==> src/rtl/csr_counter_bank_pkg.sv <==
// Shared types and CSR address constants for the machine counter bank.
// Privilege encoding, counter container type and event-select width helper.
package csr_counter_bank_pkg;

   typedef enum logic [1:0] {
      PRIV_U = 2'd0,
      PRIV_S = 2'd1,
      PRIV_M = 2'd3
   } priv_e;

   typedef logic [63:0] csr_counter_t;

   localparam logic [11:0] CSR_MCYCLE           = 12'hB00;
   localparam logic [11:0] CSR_MINSTRET         = 12'hB02;
   localparam logic [11:0] CSR_MHPMCOUNTER_BASE = 12'hB00;
   localparam logic [11:0] CSR_MCYCLEH          = 12'hB80;
   localparam logic [11:0] CSR_MINSTRETH        = 12'hB82;
   localparam logic [11:0] CSR_MHPMCOUNTERH_BASE = 12'hB80;
   localparam logic [11:0] CSR_CYCLE            = 12'hC00;
   localparam logic [11:0] CSR_TIME             = 12'hC01;
   localparam logic [11:0] CSR_INSTRET          = 12'hC02;
   localparam logic [11:0] CSR_CYCLEH           = 12'hC80;
   localparam logic [11:0] CSR_MCOUNTINHIBIT    = 12'h320;
   localparam logic [11:0] CSR_MHPMEVENT_BASE   = 12'h320;
   localparam logic [11:0] CSR_MCOUNTEREN       = 12'h306;
   localparam logic [11:0] CSR_SCOUNTEREN       = 12'h106;
   localparam logic [11:0] CSR_MCOUNTOVF        = 12'h7C0;

   // Select values 1..num_events are meaningful, so 0..num_events must fit.
   function automatic int evsel_width(input int num_events);
      return $clog2(num_events + 1);
   endfunction

endpackage

==> src/rtl/csr_counter_cell.sv <==
// One COUNTER_WIDTH counter with split low/high write and gated increment.
// Wrap detection output exists only when CSR_COUNTER_OVERFLOW_EN is defined.
module csr_counter_cell
   import csr_counter_bank_pkg::*;
#(
   parameter int COUNTER_WIDTH = 64
) (
   input  logic                     clk,
   input  logic                     rstN,
   input  logic                     i_wr_lo,
   input  logic                     i_wr_hi,
   input  logic [31:0]              i_wdata,
   input  logic                     i_inc,
   input  logic                     i_inhibit,
   output logic [COUNTER_WIDTH-1:0] o_value
`ifdef CSR_COUNTER_OVERFLOW_EN
   , output logic                   o_wrap
`endif
);

   logic [COUNTER_WIDTH-1:0] r_cnt;
   logic                     w_step;

   assign w_step  = i_inc && !i_inhibit;
   assign o_value = r_cnt;

   // A write on either half discards that cycle's increment entirely.
   always_ff @(posedge clk or negedge rstN) begin
      if (!rstN) begin
         r_cnt <= '0;
      end else if (i_wr_lo || i_wr_hi) begin
         if (i_wr_lo) r_cnt[31:0] <= i_wdata;
         if (i_wr_hi) r_cnt[COUNTER_WIDTH-1:32] <= i_wdata[COUNTER_WIDTH-33:0];
      end else if (w_step) begin
         r_cnt <= r_cnt + 1'b1;
      end
   end

`ifdef CSR_COUNTER_OVERFLOW_EN
   assign o_wrap = w_step && !(i_wr_lo || i_wr_hi) && (&r_cnt);
`endif

endmodule

==> src/rtl/csr_counter_bank.sv <==
// Machine counter CSR bank: mcycle, minstret, hpm counters, selectors, enables.
// Define CSR_COUNTER_OVERFLOW_EN to add the mcountovf sticky register and overflowIrq.
module csr_counter_bank
   import csr_counter_bank_pkg::*;
#(
   parameter int NUM_COUNTERS  = 4,
   parameter int NUM_EVENTS    = 8,
   parameter int COUNTER_WIDTH = 64
) (
   input  logic                  clk,
   input  logic                  rstN,
   input  logic [1:0]            privilege,
   input  logic                  readEnable,
   input  logic [11:0]           readAddr,
   output logic [31:0]           readValue,
   output logic                  readIllegal,
   input  logic                  writeEnable,
   input  logic [11:0]           writeAddr,
   input  logic [31:0]           writeValue,
   input  logic                  retire,
   input  logic [NUM_EVENTS-1:0] events,
   output logic                  overflowIrq
);

   localparam int          ES        = evsel_width(NUM_EVENTS);
   localparam logic [63:0] HPM64     = ((64'd1 << NUM_COUNTERS) - 64'd1) << 3;
   localparam logic [31:0] HPM_MASK  = HPM64[31:0];
   localparam logic [31:0] WARL_MASK = HPM_MASK | 32'h5;

   logic [31:0]       r_inhibit;
   logic [31:0]       r_mcen;
   logic [31:0]       r_scen;
   csr_counter_t      w_cnt   [0:31];
   logic [ES-1:0]     w_evsel [0:31];
   logic [NUM_EVENTS:0] w_ev_ext;
   logic [4:0]        w_ridx;

   assign w_ev_ext = {events, 1'b0};
   assign w_ridx   = readAddr[4:0];

`ifdef CSR_COUNTER_OVERFLOW_EN
   logic [31:0] w_wrap;
   logic [31:0] r_ovf;
   logic [31:0] w_ovf_clr;
`endif

   for (genvar i = 0; i < 32; i++) begin : g_cnt
      if (i == 0 || i == 2 || (i >= 3 && i < 3 + NUM_COUNTERS)) begin : g_impl
         localparam logic [11:0] A_LO = CSR_MHPMCOUNTER_BASE + 12'(i);
         localparam logic [11:0] A_HI = CSR_MHPMCOUNTERH_BASE + 12'(i);
         logic                     w_inc;
         logic [COUNTER_WIDTH-1:0] w_val;

         if (i == 0) begin : g_cycle
            assign w_inc      = 1'b1;
            assign w_evsel[i] = '0;
         end else if (i == 2) begin : g_instret
            assign w_inc      = retire;
            assign w_evsel[i] = '0;
         end else begin : g_hpm
            localparam logic [11:0] A_EV = CSR_MHPMEVENT_BASE + 12'(i);
            logic [ES-1:0] r_sel;
            always_ff @(posedge clk or negedge rstN) begin
               if (!rstN) r_sel <= '0;
               else if (writeEnable && writeAddr == A_EV) r_sel <= writeValue[ES-1:0];
            end
            // Out-of-range selects count nothing.
            assign w_inc = (r_sel != '0 && r_sel <= ES'(NUM_EVENTS)) ? w_ev_ext[r_sel] : 1'b0;
            assign w_evsel[i] = r_sel;
         end

         csr_counter_cell #(.COUNTER_WIDTH(COUNTER_WIDTH)) u_cell (
            .clk       (clk),
            .rstN      (rstN),
            .i_wr_lo   (writeEnable && writeAddr == A_LO),
            .i_wr_hi   (writeEnable && writeAddr == A_HI),
            .i_wdata   (writeValue),
            .i_inc     (w_inc),
            .i_inhibit (r_inhibit[i]),
            .o_value   (w_val)
`ifdef CSR_COUNTER_OVERFLOW_EN
            , .o_wrap  (w_wrap[i])
`endif
         );
         assign w_cnt[i] = csr_counter_t'(w_val);
      end else begin : g_none
         assign w_cnt[i]   = '0;
         assign w_evsel[i] = '0;
`ifdef CSR_COUNTER_OVERFLOW_EN
         assign w_wrap[i]  = 1'b0;
`endif
      end
   end

   always_ff @(posedge clk or negedge rstN) begin
      if (!rstN) begin
         r_inhibit <= '0;
         r_mcen    <= '0;
         r_scen    <= '0;
      end else if (writeEnable) begin
         case (writeAddr)
            CSR_MCOUNTINHIBIT: r_inhibit <= writeValue & WARL_MASK;
            CSR_MCOUNTEREN:    r_mcen    <= writeValue & WARL_MASK;
            CSR_SCOUNTEREN:    r_scen    <= writeValue & WARL_MASK;
            default: ;
         endcase
      end
   end

`ifdef CSR_COUNTER_OVERFLOW_EN
   assign w_ovf_clr = (writeEnable && writeAddr == CSR_MCOUNTOVF) ? writeValue : '0;

   // Set is OR-ed after the clear so a simultaneous wrap wins.
   always_ff @(posedge clk or negedge rstN) begin
      if (!rstN) r_ovf <= '0;
      else       r_ovf <= ((r_ovf & ~w_ovf_clr) | w_wrap) & HPM_MASK;
   end

   assign overflowIrq = |r_ovf;
`else
   assign overflowIrq = 1'b0;
`endif

   always_comb begin
      readValue   = '0;
      readIllegal = 1'b0;
      if (readEnable) begin
         if (readAddr[11:8] == 4'hB && readAddr[6:5] == 2'b00) begin
            if (w_ridx == 5'd1 || privilege != PRIV_M) readIllegal = 1'b1;
            else readValue = readAddr[7] ? w_cnt[w_ridx][63:32] : w_cnt[w_ridx][31:0];
         end else if (readAddr[11:8] == 4'hC && readAddr[6:5] == 2'b00) begin
            if (w_ridx == 5'd1) readIllegal = 1'b1;
            else if (privilege == PRIV_U && !(r_mcen[w_ridx] && r_scen[w_ridx])) readIllegal = 1'b1;
            else if (privilege != PRIV_M && !r_mcen[w_ridx]) readIllegal = 1'b1;
            else readValue = readAddr[7] ? w_cnt[w_ridx][63:32] : w_cnt[w_ridx][31:0];
         end else if (readAddr[11:5] == CSR_MHPMEVENT_BASE[11:5]) begin
            if (privilege != PRIV_M) readIllegal = 1'b1;
            else if (w_ridx == 5'd0) readValue = r_inhibit;
            else if (w_ridx < 5'd3) readIllegal = 1'b1;
            else readValue = 32'(w_evsel[w_ridx]);
         end else if (readAddr == CSR_MCOUNTEREN) begin
            if (privilege != PRIV_M) readIllegal = 1'b1;
            else readValue = r_mcen;
         end else if (readAddr == CSR_SCOUNTEREN) begin
            if (privilege != PRIV_M && privilege != PRIV_S) readIllegal = 1'b1;
            else readValue = r_scen;
`ifdef CSR_COUNTER_OVERFLOW_EN
         end else if (readAddr == CSR_MCOUNTOVF) begin
            if (privilege != PRIV_M) readIllegal = 1'b1;
            else readValue = r_ovf;
`endif
         end else begin
            readIllegal = 1'b1;
         end
      end
   end

endmodule

==> config.mk <==
export PLATFORM = sky130hd
export DESIGN_NAME = csr_counter_bank
export DESIGN_NICKNAME = d
export VERILOG_FILES = /design/src/rtl/csr_counter_bank_pkg.sv /design/src/rtl/csr_counter_cell.sv /design/src/rtl/csr_counter_bank.sv
export SDC_FILE = /design/constraint.sdc
export NUM_CORES = 2
export LEC_CHECK = 0
export ABC_AREA = 1
export CAP_MARGIN = 10
export CORE_AREA = 2 2 305 307
export CTS_CLUSTER_DIAMETER = 40
export CTS_CLUSTER_SIZE = 8
export DETAILED_ROUTE_END_ITERATION = 12
export DIE_AREA = 0 0 307 309
export HOLD_SLACK_MARGIN = 0.15
export PLACE_DENSITY = 0.6
export RECOVER_POWER = 100
export SYNTH_ARGS = -nofsm -noshare
export SYNTH_HDL_FRONTEND = slang
export SYNTH_SLANG_ARGS = --single-unit
==> constraint.sdc <==
create_clock -name clk -period 3.25 [get_ports clk]
set_clock_uncertainty 0.2 [all_clocks]
set_input_delay 0.325 -clock clk [delete_from_list [all_inputs] [get_ports clk]]
set_output_delay 0.325 -clock clk [all_outputs]
set_load 0.02 [all_outputs]
==> run summary <==
Post-DP HPWL: 171 mm
Register area share after synthesis: 28.8%
Slew HR: -19.0%
Worst path max stage delay: 500 ps
Final nets: 6,778
Die area: 94,900 sq um
Family with the most delay on the worst path: buffers and inverters
Layout Cells excl Fill: 7,981
Highest ir drop seen on vdd: 0.544 mV
Port bufs: 103
Total routed wirelength: 215 mm
Power density of the placed cells: 565 nW/um^2
Multi-input gate area: 22,800 sq um
Root buffer cell: clkbuf_16
Min Hold Slack: 262 ps
Yosys cell types: 45
Synth area leader: dfrtp_1
Design Power: 25,000 uW
Ports: 105
CTS tree: built
FP Rows: 111
Final setup TNS: 0 ps
Synth area leaders: dfrtp_1, nand2_1, nor2_1, o21ai_0, inv_1
Slowest-stage cell, CP: dfrtp_1
Via count: 46,000
#FFs+latches synth: 418
Clk buf depth: 3
Initial DRC count: 6,604
RSZ-0062 raised after global routing: no
Layout fillers: 10,100
Gr usage total: 44.4%
Hold Violations, Final: 0
Top-count cell post-synth: nand2_1
Vias per std cell: 5.76
Drt first pass iters: 7
Hold Path Class: input port to flip-flop
Clock Sink Count: 418
Detail Route Antenna Nets: 0
Syn_area_per_cell: 5.69 sq um
Fin crit share: 99.8%
Async set or reset register ratio after synthesis: 100%
Status: finished with violations
WP data required: 2720 ps
CP Max Fanout: 5
Clock slew at reported path FFs: 50 ps
Reg area: 10,500 sq um
Placed Cells: 7,770
Number of global-route vias before repair: 41,600
Pin count of the biggest net entering global routing: 68
CORE AREA: 91,400 sq um
Syn Nets: 6,457
Die Ht: 309 um
Layout cells sized above 1: 8.40%
Primary FF master, synth: dfrtp_1
Worst-margin pin slew: 1780 ps
Number of max-cap violations: 2
Synthesized instance count: 6,380
Initial Util: 39.7%
Commonest cells in the netlist: nand2_1, nor2_1, inv_1
Num CTS Buffers: 104
Nature of the critical path startpoint: flip-flop
Crit. End Element: primary output
Top cell type's share of synthesized area: 28.8%
CP Class: flip-flop to primary output
Fin crit period: 3240 ps
WP buf/inv: 3
Setup violators final: 0
Final GP Congestion: 1.08
Area grow syn2layout: 21.7%
WL/cell: 26.9 um
Die width: 307 um
Clk_lat worst skew: 720 ps
H-tree depth: 3
Crit path cell chain: inv_1 -> o22ai_1 -> clkbuf_4 -> a21oi_1 -> o21ai_0 -> nand3_1 -> nor2_1 -> dlygate4sd2_1
EDFF count, synth: 0
Critical path arrival: 2720 ps
Synth warn: 0
Slew Viols, Final: 46
F_max: 308 MHz
Drt drc: 0
Syn Std Cell Area: 36,300 sq um
Gr ovfl total: 0
Failing checks: max-capacitance violations, max-slew violations
Pleak: 0.0211 uW
Initial antenna violation count: 18
First-pass GRT wire length: 300 mm
stage by stage:
step	setup slack [ps]	utilization [%]	cell area, sq um
global placement	-447	44.5	40600
floorplan	920	-	36300
finish	5.30	48.4	44200
global route	2.41	48.4	44200
CTS	0.792	48.7	44500
detailed placement	-448	44.5	40600
sequential cells by signal, indices dropped and copies added, names as in the netlist:
name                         flops
r_mcen                           6
r_inhibit                        6
g_cnt.g_impl.g_hpm.r_sel        16
r_scen                           6
g_cnt.g_impl.u_cell.o_value    384
layout by cell type (no fill, tap or decap), types with 9 or more instances in the layout:
cell type	instances
a31oi_1	12
a21oi_1	167
xor2_1	145
xnor2_1	23
buf_4	242
clkinvlp_4	11
o22ai_2	10
o22ai_1	63
clkbuf_8	17
bufinv_16	15
inv_1	537
nand2_1	2600
o211ai_1	9
clkbuf_2	20
clkbuf_4	9
dfrtp_1	416
nand3_1	295
clkinv_2	19
clkbuf_1	35
nand4_1	77
o21ai_1	40
o221ai_1	30
buf_12	29
clkdlybuf4s50_1	64
inv_2	13
a22oi_1	12
dlygate4sd2_1	17
o21ai_0	503
nand2_2	12
nor3_1	29
diode_2	10
clkbuf_16	106
nor2_1	1096
layout make-up:
type	instances	share of cell area, %
sequential	418	23.7
multi-input combinational	5196	51.5
inverter	555	4.73
clock buffer	134	6.57
antenna	10	0.0566
clock inverter	56	1.70
tap	1186	3.36
timing repair buffer	426	8.38
power breakdown:
group          switching, uW  internal (uW)
Sequential              1200           5900
Clock                   3650           7440
Combinational           4850           1960
per-layer routing:
| layer | routed length, um | share of wire [%] | vias up | GRT usage [%] |
|---|---|---|---|---|
| li1 | - | - | 20900 | - |
| met1 | 88100 | 41 | 21700 | 61.0 |
| met2 | 84700 | 39 | 2783 | 61.7 |
| met3 | 28500 | 13 | 553 | 13.7 |
| met4 | 13500 | 6.3 | 16 | 24.4 |
| met5 | 196 | 0.091 | - | 0 |
worst paths after layout:
check	start	to	slack, ps	cells past startpoint
worst max-delay path	g_cnt[0].g_impl.u_cell.o_value[49]	readValue[17]	5	8
min in group asynchronous	rstN	g_cnt[3].g_impl.u_cell.o_value[6]	1220	3
max in group asynchronous	rstN	g_cnt[0].g_impl.u_cell.o_value[27]	390	3
worst max register to register	g_cnt[3].g_impl.g_hpm.r_sel[0]	g_cnt[3].g_impl.u_cell.o_value[28]	160	7
worst min-delay path	writeValue[1]	g_cnt[0].g_impl.u_cell.o_value[33]	260	3
worst min register to register	g_cnt[3].g_impl.g_hpm.r_sel[3]	g_cnt[3].g_impl.g_hpm.r_sel[3]	290	2
cells by family after synthesis:
group,share of synthesized area (%)
AND/OR/NAND/NOR,45.3
AO/OA/AOI/OAI,12.8
buffers and inverters,8.83
flip-flops,28.8
XOR/XNOR,4.05
adder cells (fa/ha/maj),0.207
other,0.0103
timing repair:
item,CTS,global route
setup buffers,2,4
endpoints found under the hold margin,423,0
pin swaps,2,3
hold buffers,3,0
setup endpoints to repair,33,33
cloned,1,1
gates resized for setup,85,37
tightest hold or removal path: stages:
cell and delay, ps:
clkdlybuf4s50_1 530, a21oi_1 180, a21oi_1 80
(Power assumes the default switching activity.)
